### src/rtl/ysyx_25020047_lsu_if.sv
// LSU port bundle: execute-side handshake, memory request/response bus and
// writeback handshake. The master modport is the LSU's view; the slave modport
// is the surrounding pipeline/memory view.
interface ysyx_25020047_lsu_if;
    // execute -> LSU
    logic        ex_valid;
    logic        ex_ready;
    logic        ex_read;
    logic        ex_write;
    logic        ex_size;
    logic [31:0] ex_addr;
    logic [31:0] ex_wdata;
    // LSU -> memory
    logic        mem_req_valid;
    logic        mem_req_ready;
    logic        mem_req_we;
    logic [31:0] mem_req_addr;
    logic [31:0] mem_req_wdata;
    logic [3:0]  mem_req_wmask;
    logic        mem_resp_valid;
    logic [31:0] mem_resp_rdata;
    // LSU -> writeback
    logic        wb_valid;
    logic        wb_ready;
    logic [31:0] wb_data;
    logic        wb_err;

    modport master (
        input  ex_valid, ex_read, ex_write, ex_size, ex_addr, ex_wdata,
        output ex_ready,
        output mem_req_valid, mem_req_we, mem_req_addr, mem_req_wdata, mem_req_wmask,
        input  mem_req_ready, mem_resp_valid, mem_resp_rdata,
        output wb_valid, wb_data, wb_err,
        input  wb_ready
    );

    modport slave (
        output ex_valid, ex_read, ex_write, ex_size, ex_addr, ex_wdata,
        input  ex_ready,
        input  mem_req_valid, mem_req_we, mem_req_addr, mem_req_wdata, mem_req_wmask,
        output mem_req_ready, mem_resp_valid, mem_resp_rdata,
        input  wb_valid, wb_data, wb_err,
        output wb_ready
    );
endinterface

### src/rtl/ysyx_25020047_lsu.sv
// Multi-cycle load/store unit: one op in flight, byte/word lane steering,
// response watchdog. Optional macro YSYX_25020047_LSU_MISALIGN_TRAP_EN turns
// misaligned word accesses into errors instead of silently aligning them.
module ysyx_25020047_lsu #(
    parameter int TIMEOUT_CYCLES = 64
) (
    input  logic                        clk,
    input  logic                        rst,
    ysyx_25020047_lsu_if.master         bus
);
    typedef enum logic [1:0] {IDLE, REQ, WAIT, DONE} state_t;

    localparam logic [15:0] CNT_LAST = 16'(TIMEOUT_CYCLES - 1);

    state_t      state, state_n;
    logic [15:0] cnt, cnt_n;

    // op attributes still needed once the request has left
    logic        op_read, op_read_n;
    logic        op_size, op_size_n;
    logic [1:0]  op_lane, op_lane_n;

    logic        req_valid, req_valid_n;
    logic        req_we, req_we_n;
    logic [31:0] req_addr, req_addr_n;
    logic [31:0] req_wdata, req_wdata_n;
    logic [3:0]  req_wmask, req_wmask_n;

    logic        wb_valid, wb_valid_n;
    logic        wb_err, wb_err_n;
    logic [31:0] wb_data, wb_data_n;

    logic        misalign;
    logic [7:0]  resp_byte;

`ifdef YSYX_25020047_LSU_MISALIGN_TRAP_EN
    assign misalign = bus.ex_size && (bus.ex_addr[1:0] != 2'b00);
`else
    assign misalign = 1'b0;
`endif

    assign bus.ex_ready       = (state == IDLE) && !rst;
    assign bus.mem_req_valid  = req_valid;
    assign bus.mem_req_we     = req_we;
    assign bus.mem_req_addr   = req_addr;
    assign bus.mem_req_wdata  = req_wdata;
    assign bus.mem_req_wmask  = req_wmask;
    assign bus.wb_valid       = wb_valid;
    assign bus.wb_data        = wb_data;
    assign bus.wb_err         = wb_err;

    // pick the addressed byte out of the returned word
    always_comb begin
        resp_byte = bus.mem_resp_rdata[7:0];
        case (op_lane)
            2'd0: resp_byte = bus.mem_resp_rdata[7:0];
            2'd1: resp_byte = bus.mem_resp_rdata[15:8];
            2'd2: resp_byte = bus.mem_resp_rdata[23:16];
            2'd3: resp_byte = bus.mem_resp_rdata[31:24];
            default: resp_byte = bus.mem_resp_rdata[7:0];
        endcase
    end

    // next-state and next-output logic
    always_comb begin
        state_n     = state;
        cnt_n       = cnt;
        op_read_n   = op_read;
        op_size_n   = op_size;
        op_lane_n   = op_lane;
        req_valid_n = req_valid;
        req_we_n    = req_we;
        req_addr_n  = req_addr;
        req_wdata_n = req_wdata;
        req_wmask_n = req_wmask;
        wb_valid_n  = wb_valid;
        wb_err_n    = wb_err;
        wb_data_n   = wb_data;
        case (state)
            IDLE: begin
                if (bus.ex_valid) begin
                    op_read_n = bus.ex_read;
                    op_size_n = bus.ex_size;
                    op_lane_n = bus.ex_addr[1:0];
                    if (!bus.ex_read && !bus.ex_write) begin
                        // non-memory op: result flows straight through
                        state_n    = DONE;
                        wb_valid_n = 1'b1;
                        wb_err_n   = 1'b0;
                        wb_data_n  = bus.ex_addr;
                    end else if ((bus.ex_read && bus.ex_write) || misalign) begin
                        state_n    = DONE;
                        wb_valid_n = 1'b1;
                        wb_err_n   = 1'b1;
                        wb_data_n  = 32'h0;
                    end else begin
                        state_n     = REQ;
                        req_valid_n = 1'b1;
                        req_we_n    = bus.ex_write;
                        req_addr_n  = {bus.ex_addr[31:2], 2'b00};
                        if (!bus.ex_write) begin
                            req_wdata_n = 32'h0;
                            req_wmask_n = 4'b0000;
                        end else if (bus.ex_size) begin
                            req_wdata_n = bus.ex_wdata;
                            req_wmask_n = 4'b1111;
                        end else begin
                            req_wdata_n = {4{bus.ex_wdata[7:0]}};
                            req_wmask_n = 4'b0001 << bus.ex_addr[1:0];
                        end
                    end
                end
            end
            REQ: begin
                if (bus.mem_req_ready) begin
                    state_n     = WAIT;
                    cnt_n       = 16'h0;
                    req_valid_n = 1'b0;
                    req_we_n    = 1'b0;
                    req_addr_n  = 32'h0;
                    req_wdata_n = 32'h0;
                    req_wmask_n = 4'b0000;
                end
            end
            WAIT: begin
                // a response on the timeout cycle takes priority over the error
                if (bus.mem_resp_valid) begin
                    state_n    = DONE;
                    wb_valid_n = 1'b1;
                    wb_err_n   = 1'b0;
                    if (!op_read)     wb_data_n = 32'h0;
                    else if (op_size) wb_data_n = bus.mem_resp_rdata;
                    else              wb_data_n = {24'h0, resp_byte};
                end else if (cnt == CNT_LAST) begin
                    state_n    = DONE;
                    wb_valid_n = 1'b1;
                    wb_err_n   = 1'b1;
                    wb_data_n  = 32'h0;
                end else begin
                    cnt_n = cnt + 16'd1;
                end
            end
            DONE: begin
                if (bus.wb_ready) begin
                    state_n    = IDLE;
                    wb_valid_n = 1'b0;
                    wb_err_n   = 1'b0;
                end
            end
            default: state_n = IDLE;
        endcase
    end

    // state and registered outputs
    always_ff @(posedge clk or posedge rst) begin
        if (rst) begin
            state     <= IDLE;
            cnt       <= 16'h0;
            op_read   <= 1'b0;
            op_size   <= 1'b0;
            op_lane   <= 2'b00;
            req_valid <= 1'b0;
            req_we    <= 1'b0;
            req_addr  <= 32'h0;
            req_wdata <= 32'h0;
            req_wmask <= 4'b0000;
            wb_valid  <= 1'b0;
            wb_err    <= 1'b0;
            wb_data   <= 32'h0;
        end else begin
            state     <= state_n;
            cnt       <= cnt_n;
            op_read   <= op_read_n;
            op_size   <= op_size_n;
            op_lane   <= op_lane_n;
            req_valid <= req_valid_n;
            req_we    <= req_we_n;
            req_addr  <= req_addr_n;
            req_wdata <= req_wdata_n;
            req_wmask <= req_wmask_n;
            wb_valid  <= wb_valid_n;
            wb_err    <= wb_err_n;
            wb_data   <= wb_data_n;
        end
    end
endmodule

### src/flat_wrapper.sv
// flat-port wrapper written by rule: the top's interface ports become plain ports
module ysyx_25020047_lsu_flat 
#(
    parameter int TIMEOUT_CYCLES = 64
)
  (clk, rst, bus_ex_valid, bus_ex_read, bus_ex_write, bus_ex_size, bus_ex_addr, bus_ex_wdata, bus_ex_ready, bus_mem_req_valid, bus_mem_req_we, bus_mem_req_addr, bus_mem_req_wdata, bus_mem_req_wmask, bus_mem_req_ready, bus_mem_resp_valid, bus_mem_resp_rdata, bus_wb_valid, bus_wb_data, bus_wb_err, bus_wb_ready);
  ysyx_25020047_lsu_if bus_i ();
  input  logic clk;
  input  logic rst;
  input wire logic [$bits(bus_i.ex_valid)-1:0] bus_ex_valid;
  input wire logic [$bits(bus_i.ex_read)-1:0] bus_ex_read;
  input wire logic [$bits(bus_i.ex_write)-1:0] bus_ex_write;
  input wire logic [$bits(bus_i.ex_size)-1:0] bus_ex_size;
  input wire logic [$bits(bus_i.ex_addr)-1:0] bus_ex_addr;
  input wire logic [$bits(bus_i.ex_wdata)-1:0] bus_ex_wdata;
  output wire logic [$bits(bus_i.ex_ready)-1:0] bus_ex_ready;
  output wire logic [$bits(bus_i.mem_req_valid)-1:0] bus_mem_req_valid;
  output wire logic [$bits(bus_i.mem_req_we)-1:0] bus_mem_req_we;
  output wire logic [$bits(bus_i.mem_req_addr)-1:0] bus_mem_req_addr;
  output wire logic [$bits(bus_i.mem_req_wdata)-1:0] bus_mem_req_wdata;
  output wire logic [$bits(bus_i.mem_req_wmask)-1:0] bus_mem_req_wmask;
  input wire logic [$bits(bus_i.mem_req_ready)-1:0] bus_mem_req_ready;
  input wire logic [$bits(bus_i.mem_resp_valid)-1:0] bus_mem_resp_valid;
  input wire logic [$bits(bus_i.mem_resp_rdata)-1:0] bus_mem_resp_rdata;
  output wire logic [$bits(bus_i.wb_valid)-1:0] bus_wb_valid;
  output wire logic [$bits(bus_i.wb_data)-1:0] bus_wb_data;
  output wire logic [$bits(bus_i.wb_err)-1:0] bus_wb_err;
  input wire logic [$bits(bus_i.wb_ready)-1:0] bus_wb_ready;
  assign bus_i.ex_valid = bus_ex_valid;
  assign bus_i.ex_read = bus_ex_read;
  assign bus_i.ex_write = bus_ex_write;
  assign bus_i.ex_size = bus_ex_size;
  assign bus_i.ex_addr = bus_ex_addr;
  assign bus_i.ex_wdata = bus_ex_wdata;
  assign bus_ex_ready = bus_i.ex_ready;
  assign bus_mem_req_valid = bus_i.mem_req_valid;
  assign bus_mem_req_we = bus_i.mem_req_we;
  assign bus_mem_req_addr = bus_i.mem_req_addr;
  assign bus_mem_req_wdata = bus_i.mem_req_wdata;
  assign bus_mem_req_wmask = bus_i.mem_req_wmask;
  assign bus_i.mem_req_ready = bus_mem_req_ready;
  assign bus_i.mem_resp_valid = bus_mem_resp_valid;
  assign bus_i.mem_resp_rdata = bus_mem_resp_rdata;
  assign bus_wb_valid = bus_i.wb_valid;
  assign bus_wb_data = bus_i.wb_data;
  assign bus_wb_err = bus_i.wb_err;
  assign bus_i.wb_ready = bus_wb_ready;
  ysyx_25020047_lsu #(.TIMEOUT_CYCLES(TIMEOUT_CYCLES)) u_core (.clk(clk), .rst(rst), .bus(bus_i));
endmodule
### config.mk
export PLATFORM = sky130hd
export DESIGN_NAME = ysyx_25020047_lsu_flat
export DESIGN_NICKNAME = d
export VERILOG_FILES = /design/src/rtl/ysyx_25020047_lsu_if.sv /design/src/rtl/ysyx_25020047_lsu.sv /design/src/flat_wrapper.sv
export SDC_FILE = /design/constraint.sdc
export NUM_CORES = 1
export LEC_CHECK = 0
export ABC_CLOCK_PERIOD_IN_PS = 5350
export BUFFER_PORTS_ARGS = -buffer_cell sky130_fd_sc_hd__buf_2
export CAP_MARGIN = 20
export CORE_ASPECT_RATIO = 0.9
export CORE_MARGIN = 2
export CORE_UTILIZATION = 52
export CTS_BUF_LIST = sky130_fd_sc_hd__clkbuf_8
export DETAILED_ROUTE_END_ITERATION = 10
export GPL_ROUTABILITY_DRIVEN = 0
export PLACE_DENSITY = 0.83
export SETUP_SLACK_MARGIN = 0.05
export SLEW_MARGIN = 10
export SYNTH_ARGS = -nofsm -noshare
export SYNTH_HDL_FRONTEND = slang
export SYNTH_SLANG_ARGS = --single-unit
### constraint.sdc
create_clock -name clk -period 5.35 [get_ports clk]
set_input_delay 1.07 -clock clk [delete_from_list [all_inputs] [get_ports clk]]
set_output_delay 1.07 -clock clk [all_outputs]
set_load 0.01 [all_outputs]
==> flow_metrics.py <==
metrics = {
    "clock_tree": {
        "cts_sinks": 124,
        "clock_tree.root_cell": "clkbuf_8",
        "path_clk_slew_ps": 70,
        "cts-hold-fix-buffers": 0,
        "cts_tree": "done",
        "cts_buffers": 17,
        "clock_latency_ps": 440,
        "cts_resized": 0,
        "clk_path_buf_depth": 2,
        "post_cts_buffers": 0,
        "h-tree-depth": 4,
    },
    "pwr": {
        "ir_drop_mv": 0.6401,
        "powerDensity_mw_per_mm2": 567.3,
        "power.leakage_nw": 3.698,
        "power.total_mw": 4.268,
    },
    "logic_synthesis": {
        "synthTopCellsByCount": "dfrtp_1 (124), nand2_1 (75), o21ai_0 (67), nor2_1 (56), a21oi_1 (51)",
        "yosys.cell_count.top_type": "dfrtp_1",
        "synthTopCellsByArea": "dfrtp_1 (52%), o21ai_0 (5.6%), nand2_1 (4.7%)",
        "synth_ff_type": "dfrtp_1",
        "yosysTopAreaCellShare": 0.5204,
        "yosysTopAreaCell": "dfrtp_1",
        "synth_edf_count": 0,
        "ys_seq_area_frac": 0.5204,
        "yosys_warnings": 0,
        "ys_ff_latch": 124,
        "syn-cell-area_mm2": 0.005963,
        "syn-instance-count": 633,
        "ys_types": 47,
        "avgSynthCellArea_um2": 9.421,
        "ys_async_sr_fraction": 1.000,
    },
    "floorplanning": {
        "dieWidth_um": 116.9,
        "io_pins": 210,
        "initial_core_util": 0.5279,
        "die-area_mm2": 0.01234,
        "core_area_mm2": 0.01130,
        "die-height_um": 105.6,
        "row_count": 37,
    },
    "timing": {
        "fin_crit_sh": 0.5298,
        "clock.fmax_ghz": 0.3528,
        "worst_pin_slew_ps": 950.9,
        "hold_violations": 0,
        "fin_skew_ps": 11.43,
        "drv_slew": 0,
        "grt_setup_unrepaired": "no",
        "timing.setup.tns_ps": 0,
        "period_minus_slack_ps": 2834,
        "slew_headroom": 0.3660,
        "setup_viol": 0,
    },
    "worst_setup_path": {
        "path_class": "in2reg",
        "endpoint_kind": "register",
        "rr_worst_depth": 7,
        "reg2reg_from": "u_core.state[1]$_DFFE_PP0P_",
        "reg2reg_slack_ps": 2530,
        "crit_arrival_ps": 3210,
        "endpoint": "u_core.bus.mem_req_wdata[4]$_DFFE_PP0P_",
        "timing.rr.end": "u_core.bus.mem_req_wdata[4]$_DFFE_PP0P_",
        "critPathLaunchType": "primary input",
        "cp-startpoint": "bus_ex_write",
        "critical_path_required_ps": 5720,
        "cp_max_fo": 100,
    },
    "placed_design": {
        "placed_area_mm2": 0.007048,
        "hpwl_um": 12350,
        "io_buffers": 207,
        "dp.cells": 955,
    },
    "grt": {
        "grt_first_pass_wirelength_um": 26610,
        "grt_usage": 0.2809,
        "grt.overflow.total": 0,
        "grt_pass1_vias": 5301,
        "grt_antenna_before_repair": 0,
        "grt_start_max_net_pins": 101,
    },
    "cells_and_area": {
        "fin_cells": 990,
        "design_area_mm2": 0.007525,
        "syn2layout_area_growth_pct": 26.19,
        "nets": 934,
        "drive_gt1_frac": 0.3285,
        "diodes": 0,
        "post-route-util": 0.6662,
    },
    "routing": {
        "wirelength_um": 17250,
        "firstDrtPassIters": 6,
        "vias_per_cell": 5.605,
        "drt_iter0_drc": 599,
        "wl_per_cell_um": 17.42,
        "drc_errors": 0,
        "postRouteAntennaNets": 0,
        "vias": 5549,
    },
    "outcome": {
        "status": "finished clean",
    },
    "run": {
        "drv_cap": 0,
    },
    "min_path": {
        "holdPathStages": 2,
        "min_path_type": "reg2reg",
    },
}
worst max-delay path: stages:
cell     delay (ps)
buf_2            90
inv_1            70
ha_1            240
nor4b_1         520
o21ai_4          70
buf_4           390
nor3_2          520
a22o_1          230
worst min path at each step:
| stage | startpoint | end | slack [ps] |
|---|---|---|---|
| final | u_core.bus.mem_req_wdata[10]$_DFFE_PP0P_ | u_core.bus.mem_req_wdata[10]$_DFFE_PP0P_ | 480 |
| after global routing | u_core.bus.mem_req_wdata[24]$_DFFE_PP0P_ | u_core.bus.mem_req_wdata[24]$_DFFE_PP0P_ | 500 |
| after CTS | u_core.bus.mem_req_wdata[14]$_DFFE_PP0P_ | u_core.bus.mem_req_wdata[14]$_DFFE_PP0P_ | 480 |
| after detailed placement | u_core.bus.mem_req_wdata[14]$_DFFE_PP0P_ | u_core.bus.mem_req_wdata[14]$_DFFE_PP0P_ | 470 |
| after global placement | u_core.bus.mem_req_addr[25]$_DFFE_PP0P_ | u_core.bus.mem_req_addr[25]$_DFFE_PP0P_ | 460 |
| after floorplan | u_core.op_read$_DFFE_PP0P_ | u_core.op_read$_DFFE_PP0P_ | 440 |
power by group:
part	total (mW)	switching (mW)	internal, mW
Combinational	1.84	1.10	0.734
Sequential	1.54	0.227	1.31
Clock	0.892	0.379	0.512
Total	4.27	1.71	2.56
cell usage in the layout (no fill, tap or decap), types with 3 or more instances in the layout:
master,count
a211oi_1,5
a21oi_1,51
a21oi_2,18
a22o_1,8
a22oi_1,24
a31oi_1,3
and3_1,5
buf_2,207
buf_4,4
bufinv_16,4
clkbuf_8,18
clkinv_2,6
clkinvlp_4,3
dfrtp_1,124
ha_1,8
inv_1,12
mux2i_1,14
nand2_1,75
nand2b_1,34
nand3_1,9
nor2_1,56
nor2b_1,13
nor3_1,9
nor4_1,3
o2111ai_1,3
o21ai_0,67
o21ai_1,5
or3_1,4
or4_1,3
xnor2_1,10
flip-flops by register name, summed over array words and instances, names as in the netlist:
| signal | cells |
|---|---|
| u_core.bus.mem_req_we | 1 |
| u_core.bus.mem_req_addr | 30 |
| u_core.bus.wb_data | 32 |
| u_core.bus.mem_req_wdata | 32 |
| u_core.cnt | 16 |
| u_core.bus.wb_err | 1 |
| u_core.op_lane | 2 |
| u_core.bus.mem_req_wmask | 4 |
| u_core.op_size | 1 |
| u_core.state | 2 |
| u_core.bus.mem_req_valid | 1 |
| u_core.bus.wb_valid | 1 |
| u_core.op_read | 1 |
cells by family after synthesis:
kind of cell,synth area share
buf+inv,0.04595
other cells,0.0006289
mux,0.02728
simple gates,0.1798
flops,0.5204
compound gates,0.1945
fa+ha+maj,0.01679
xor+xnor,0.01469
layer usage:
metal	GRT usage	vias up	wire length, um
met1	0.3591	2643	7003
li1	-	2570	-
met3	0.07418	47	1425
met4	0.1303	0	590
met5	0	-	0
met2	0.4447	289	8230
area by class of cell:
type	count	area (um^2)
inverter	13	51.30
fill	892	3771
timing repair buffer	215	1146
multi-input combinational	450	2605
clock buffer	18	247.7
tap	156	195.2
sequential	124	3103
clock inverter	14	176.4
per-stage QoR:
stage,setup WS [ps],hold WS (ps)
floorplan,980.8,442.3
global placement,2053,455.1
detailed placement,1949,465.8
CTS,2206,482.8
global route,2320,503.1
finish,2516,479.3
No activity file was read; power rests on OpenSTA's default activity.
